<file path="src/rtl/avalon_mm_master.sv">
// Avalon-MM initiator for the CPU load/store path: one request at a time,
// lane-steered writes, lane-extracted and extended reads, optional stall watchdog.
module avalon_mm_master #(
    parameter int WAIT_TIMEOUT = 0,
    parameter int TIMEOUT_W    = 16
) (
    input  logic        clk,
    input  logic        reset,
    input  logic        cpu_req,
    input  logic        cpu_we,
    input  logic [31:0] cpu_addr,
    input  logic [1:0]  cpu_size,
    input  logic        cpu_signed,
    input  logic [31:0] cpu_wdata,
    output logic        cpu_busy,
    output logic        cpu_done,
    output logic        cpu_err,
    output logic [31:0] cpu_rdata,
    output logic [31:0] address,
    output logic        read,
    output logic        write,
    output logic [3:0]  byteenable,
    output logic [31:0] writedata,
    input  logic        waitrequest,
    input  logic [31:0] readdata
);

    typedef enum logic [1:0] {IDLE, BUS, RDATA, DONE} state_t;

    localparam bit                   WD_EN        = (WAIT_TIMEOUT != 0);
    localparam logic [TIMEOUT_W-1:0] TIMEOUT_LAST = TIMEOUT_W'(WAIT_TIMEOUT - 1);

    state_t               state;
    logic [1:0]           addr_lo;
    logic [1:0]           size_q;
    logic                 signed_q;
    logic [TIMEOUT_W-1:0] wait_cnt;

    logic                 req_bad;
    logic [3:0]           be_next;
    logic [31:0]          wd_next;
    logic [31:0]          byte_lane;
    logic [31:0]          half_lane;
    logic [31:0]          rdata_next;

    // Request decode: alignment/size legality and lane steering from the live cpu_* inputs.
    always_comb begin
        req_bad = 1'b0;
        be_next = 4'b0001 << cpu_addr[1:0];
        wd_next = {4{cpu_wdata[7:0]}};
        case (cpu_size)
            2'b01: begin
                req_bad = cpu_addr[0];
                be_next = cpu_addr[1] ? 4'b1100 : 4'b0011;
                wd_next = {2{cpu_wdata[15:0]}};
            end
            2'b10: begin
                req_bad = |cpu_addr[1:0];
                be_next = 4'b1111;
                wd_next = cpu_wdata;
            end
            2'b11:   req_bad = 1'b1;
            default: req_bad = 1'b0;
        endcase
    end

    // Load result: pick the addressed lane, then sign- or zero-extend it.
    always_comb begin
        byte_lane  = readdata >> {addr_lo, 3'b000};
        half_lane  = readdata >> {addr_lo[1], 4'b0000};
        rdata_next = readdata;
        case (size_q)
            2'b00:   rdata_next = {{24{signed_q & byte_lane[7]}}, byte_lane[7:0]};
            2'b01:   rdata_next = {{16{signed_q & half_lane[15]}}, half_lane[15:0]};
            default: rdata_next = readdata;
        endcase
    end

    always_ff @(posedge clk or posedge reset) begin
        if (reset) begin
            state      <= IDLE;
            addr_lo    <= 2'b00;
            size_q     <= 2'b00;
            signed_q   <= 1'b0;
            wait_cnt   <= '0;
            cpu_busy   <= 1'b0;
            cpu_done   <= 1'b0;
            cpu_err    <= 1'b0;
            cpu_rdata  <= 32'h0;
            address    <= 32'h0;
            read       <= 1'b0;
            write      <= 1'b0;
            byteenable <= 4'b0000;
            writedata  <= 32'h0;
        end else begin
            cpu_done <= 1'b0;
            case (state)
                IDLE: begin
                    if (cpu_req) begin
                        addr_lo  <= cpu_addr[1:0];
                        size_q   <= cpu_size;
                        signed_q <= cpu_signed;
                        wait_cnt <= '0;
                        cpu_busy <= 1'b1;
                        if (req_bad) begin
                            cpu_err  <= 1'b1;
                            cpu_done <= 1'b1;
                            state    <= DONE;
                        end else begin
                            cpu_err    <= 1'b0;
                            address    <= {cpu_addr[31:2], 2'b00};
                            byteenable <= be_next;
                            writedata  <= wd_next;
                            write      <= cpu_we;
                            read       <= ~cpu_we;
                            state      <= BUS;
                        end
                    end
                end
                BUS: begin
                    if (!waitrequest) begin
                        read     <= 1'b0;
                        write    <= 1'b0;
                        wait_cnt <= '0;
                        if (write) begin
                            cpu_done <= 1'b1;
                            state    <= DONE;
                        end else begin
                            state <= RDATA;
                        end
                    end else if (WD_EN && wait_cnt == TIMEOUT_LAST) begin
                        // Responder stalled too long: abandon the cycle and report an error.
                        read     <= 1'b0;
                        write    <= 1'b0;
                        wait_cnt <= '0;
                        cpu_err  <= 1'b1;
                        cpu_done <= 1'b1;
                        state    <= DONE;
                    end else begin
                        wait_cnt <= wait_cnt + 1'b1;
                    end
                end
                RDATA: begin
                    cpu_rdata <= rdata_next;
                    cpu_done  <= 1'b1;
                    state     <= DONE;
                end
                DONE: begin
                    cpu_busy <= 1'b0;
                    cpu_err  <= 1'b0;
                    state    <= IDLE;
                end
                default: state <= IDLE;
            endcase
        end
    end

endmodule

</file>
<file path="config.mk">
export PLATFORM = sky130hd
export DESIGN_NAME = avalon_mm_master
export DESIGN_NICKNAME = d
export VERILOG_FILES = /design/src/rtl/avalon_mm_master.sv
export SDC_FILE = /design/constraint.sdc
export NUM_CORES = 1
export LEC_CHECK = 0
export ABC_CLOCK_PERIOD_IN_PS = 7200
export CORE_MARGIN = 2
export CORE_UTILIZATION = 68
export CTS_CLUSTER_DIAMETER = 120
export DETAILED_ROUTE_END_ITERATION = 8
export DONT_BUFFER_PORTS = 1
export PLACE_DENSITY = 0.84
export SKIP_LAST_GASP = 1
export SLEW_MARGIN = 0
export SYNTH_ARGS = -nofsm -noshare
export SYNTH_HDL_FRONTEND = slang
export SYNTH_SLANG_ARGS = --single-unit
</file>
<file path="constraint.sdc">
create_clock -name clk -period 7.2 [get_ports clk]
set_input_delay 2.16 -clock clk [delete_from_list [all_inputs] [get_ports clk]]
set_output_delay 2.16 -clock clk [all_outputs]
set_load 0.01 [all_outputs]
</file>
==> results.md <==
- The run finished with clean final reports.
- The count of final hold-check violations is 0.
- Walking the worst path, the cells encountered are inv_1 > ha_1 > nor2_1 > o311ai_4 > buf_4 > mux2_2.
- Counting the fill cells in the layout gives 571.
- The clock net in this run drives a total of 110 sinks.
- The internal portion of the total power is 1440 uW.
- The post-cts resize count is 0.
- Summed over all nets, the switching power comes to 1030 uW.
- The launching element of the worst setup path is cpu_size[0].
- In this run the power density over the cells is 454 nW/um2.
- The relative contribution of sequential cells to total power is 0.537.
- The class of the most critical hold timing path is register to register.
- The start of the worst register-to-register path is state[1].
- The number of instances in the placed design is 577.
- The violation count after the first detailed-routing iteration is 165.
- Of the synthesized area, sequential elements account for 0.518.
- The post-layout net count is 598.
- The initial antenna violation count is 0.
- Hold is met by 0.563 ns.
- The critical path crosses 6 cells after its start point.
- Summed over all failing endpoints, the final setup total negative slack is 0 ns.
- The antenna violation net count after detailed routing is 0.
- The total setup buffers inserted after CTS is 0.
- After synthesis the netlist holds a flip-flop and latch count of 110.
- At the worst endpoint, the arrival time is 4.43 ns.
- Across the VDD grid, the largest voltage drop is 0.221 mV.
- Buffers inserted during clock tree synthesis total 9.
- After layout, the minimum clock period comes to 4.17 ns.
- The count of buffers added on input and output ports is 0.
- The area of the core is 7650 um2.
- The synthesized design contains 0 enable-type register cells.
- The mapped netlist covers 5310 um2.
- After the flow finishes, the layout carries non-filler instances totaling 593.
- The finished cells cover 5440 um2.
- After global routing the overflow that remains totals 0.
- The critical path's largest stage delay is 0.83 ns.
- Setup repair after global routing left no endpoint under its margin.
- STA puts the critical path data required time at 7.46 ns.
- The TritonCTS clock tree is built.
- Before antenna repair, the detailed router went through 5 iterations.
- The type of the worst setup path is input port to register.
- The die outline area is 8540 um2.
- The first global-routing pass estimated 19.2 mm of wire.
- After synthesis, the mean cell area works out to 10.5 um2.
- The number of pins with negative max-slew slack in the final report is 0.
- The number of library cell types mapped by synthesis is 44.
- The number of buffers and inverters on the critical path is 2.
- The most used flip-flop cell after synthesis is dfrtp_1.
- The fraction of layout instances using a drive strength above 1 is 0.161.
- The static leakage is 0.00246 uW.
- The kind of cell with the highest combined delay on the critical path is buffers and inverters.
- The worst pin sits at a relative slew slack of 0.252.
- After technology mapping, the gate count stands at 508.
- The type of element capturing the critical path is a register.
- The repair_antennas step left the layout with diodes totalling 0.
- CTS built an H-tree with a depth of 3.
- Along the worst path, the maximum fanout reaches 94.
- The die is 92.4 um wide.
- Detailed placement ended at an HPWL of 8.89 mm.
- The pin count of the biggest net entering global routing is 95.
- The starting density of the core is 0.695.
- The cell with the largest stage delay on the worst path is buf_4.
- Clock-pin slew was measured on the worst setup and hold paths at 0.12 ns.
- Clock tree synthesis selected as its root buffer the cell clkbuf_8.
- Row generation in the floorplan step produced 32 rows.
- In this run, post-CTS hold repair placed 0 buffers.
- Counting cells, the worst reg-to-reg path comes to 6.
- The number of remaining DRC errors is 0.
- The max-cap check violation count is 0.
- The startpoint kind of the worst setup timing path is an input port.
- The final cycle utilization of the critical path is 0.579.
- The average wire per cell in the routed design is 20.6 um.
- The startpoint identified for the worst hold timing path is writedata[22].
- Of the total power, the clock network draws 0.144.
- The area growth from synthesis to final layout is 2.33%.
- For the pin with the worst max-slew slack, the measured transition is 1.12 ns.
- After detailed routing, the total wire length is 12.2 mm.
- Static timing analysis puts the maximum clock frequency at 0.240 GHz.
- The insertion delay to the later sink of the worst-skew pair is 0.38 ns.
- The worst hold path passes through 2 cells.
- The chip height is 92.4 um.
- The fraction of power consumed by combinational cells is 0.320.
- Routability-driven placement finished with a final weighted congestion of 0.860.
- The routed layout has 3765 vias.
- During I/O placement, the number of pins put on the boundary was 209.
- The Yosys warning count is 0.
- In the global route stage, overall resource usage came out at 0.288.
- The maximum clock path buffer count is 2.
- The detail-routed via count per cell is 6.35.
- Of the total power, the share spent switching nets is 0.416.
- In this run the cell area measured after placement is 5260 um2.
- The fraction of registers with async set/reset is 1.00.
- The number of global-route vias before repair is 3684.
- The count of final setup violators is 0.
- The post-route clock skew is 0.0161 ns.
state kept, by name, summed over array words and instances (netlist names), 2 cells and up:
register / count
cpu_rdata: 32
byteenable: 4
address: 30
size_q: 2
writedata: 32
addr_lo: 2
state: 2
logic make-up after synthesis:
kind of cell / Yosys count / synth area share
muxes: 50 / 0.122
DFF: 110 / 0.518
adders and majority gates: 8 / 0.0188
and+or+nand+nor: 147 / 0.121
AOI/OAI and AO/OA: 146 / 0.174
buffers and inverters: 46 / 0.0462
other: 1 / 0.000706
metal layers:
layer  vias to the layer above  wire length (um)  global-route usage
met5                         -                 0                   0
met4                         0               242               0.114
met3                        20              1410               0.111
met2                       196              5880               0.455
met1                      1824              4680               0.358
li1                       1725                 -                   -
cells in the mapped netlist, drive strengths merged, types with 3 or more instances:
cell	n	area (um2)
a21oi	39	203
a22o	9	78.8
a22oi	8	60.1
a31o	7	61.3
a32oi	8	70.1
buf	21	151
clkbuf	15	56.3
dfrtp	110	2750
ha	8	100
inv	10	37.5
mux2	47	619
mux2i	3	30.0
nand2	93	349
nand2b	7	43.8
nand3b	5	37.5
nor2	21	78.8
nor2b	11	68.8
nor3	3	15.0
o21ai	56	280
o22ai	4	25.0
power groups by stage:
stage,combinational (uW),clock [uW],sequential [uW]
final,789,356,1330
after global routing,896,381,1360
after CTS,793,360,1330
after detailed placement,791,0,1340
after global placement,747,0,1320
after floorplan,727,0,1210
final cells by class:
cell class / instances / area (um2) / area share
Sequential cell: 110 / 2750 / 0.506
Timing Repair Buffer: 2 / 15.0 / 0.00276
Clock buffer: 10 / 128 / 0.0235
Clock inverter: 6 / 52.6 / 0.00966
Multi-Input combinational cell: 353 / 2320 / 0.427
Tap cell: 102 / 128 / 0.0235
Inverter: 10 / 40.0 / 0.00736
cell usage in the layout, fill, tap and decap left out, types with 2 or more instances in the layout:
| cell | instances |
|---|---|
| dfrtp_1 | 110 |
| nand2_1 | 93 |
| o21ai_0 | 56 |
| a21oi_1 | 37 |
| mux2_4 | 24 |
| mux2_2 | 23 |
| nor2_1 | 21 |
| nor2b_1 | 11 |
| inv_1 | 9 |
| a22o_1 | 9 |
| clkbuf_8 | 9 |
| a32oi_1 | 8 |
| a22oi_1 | 8 |
| nand2b_1 | 7 |
| a31o_2 | 7 |
| ha_1 | 7 |
| nand3b_1 | 5 |
| o22ai_1 | 4 |
| mux2i_1 | 3 |
| nor3_1 | 3 |
| a21oi_2 | 2 |
| a211oi_1 | 2 |
| a21o_1 | 2 |
| nand4_1 | 2 |
| a221o_1 | 2 |
| a31oi_1 | 2 |
| conb_1 | 2 |
| inv_8 | 2 |
| inv_6 | 2 |
| buf_4 | 2 |
worst min-delay path, stage by stage, from the launching register on:
cell and delay (ns):
dfrtp_1 0.42, nand2_1 0.06, o21ai_0 0.06
stage by stage:
stage | util | setup slack (ns) | power [uW]
2_1_floorplan | - | 2.14 | 1940
3_3_place_gp | 0.688 | 2.75 | 2070
3_5_place_dp | 0.688 | 2.64 | 2130
4_1_cts | 0.711 | 3.06 | 2480
5_1_grt | 0.711 | 2.85 | 2640
6_report | 0.711 | 3.03 | 2470
worst paths after layout:
path                                      end  slack [ns]
max in group asynchronous       cpu_rdata[29]        4.26
min in group asynchronous         address[18]        1.71
worst min-delay path            writedata[22]        0.56
worst min register to register  writedata[22]        0.56
worst max-delay path             writedata[1]        3.03
worst max register to register   writedata[1]        4.60
(Power assumes the default switching activity.)
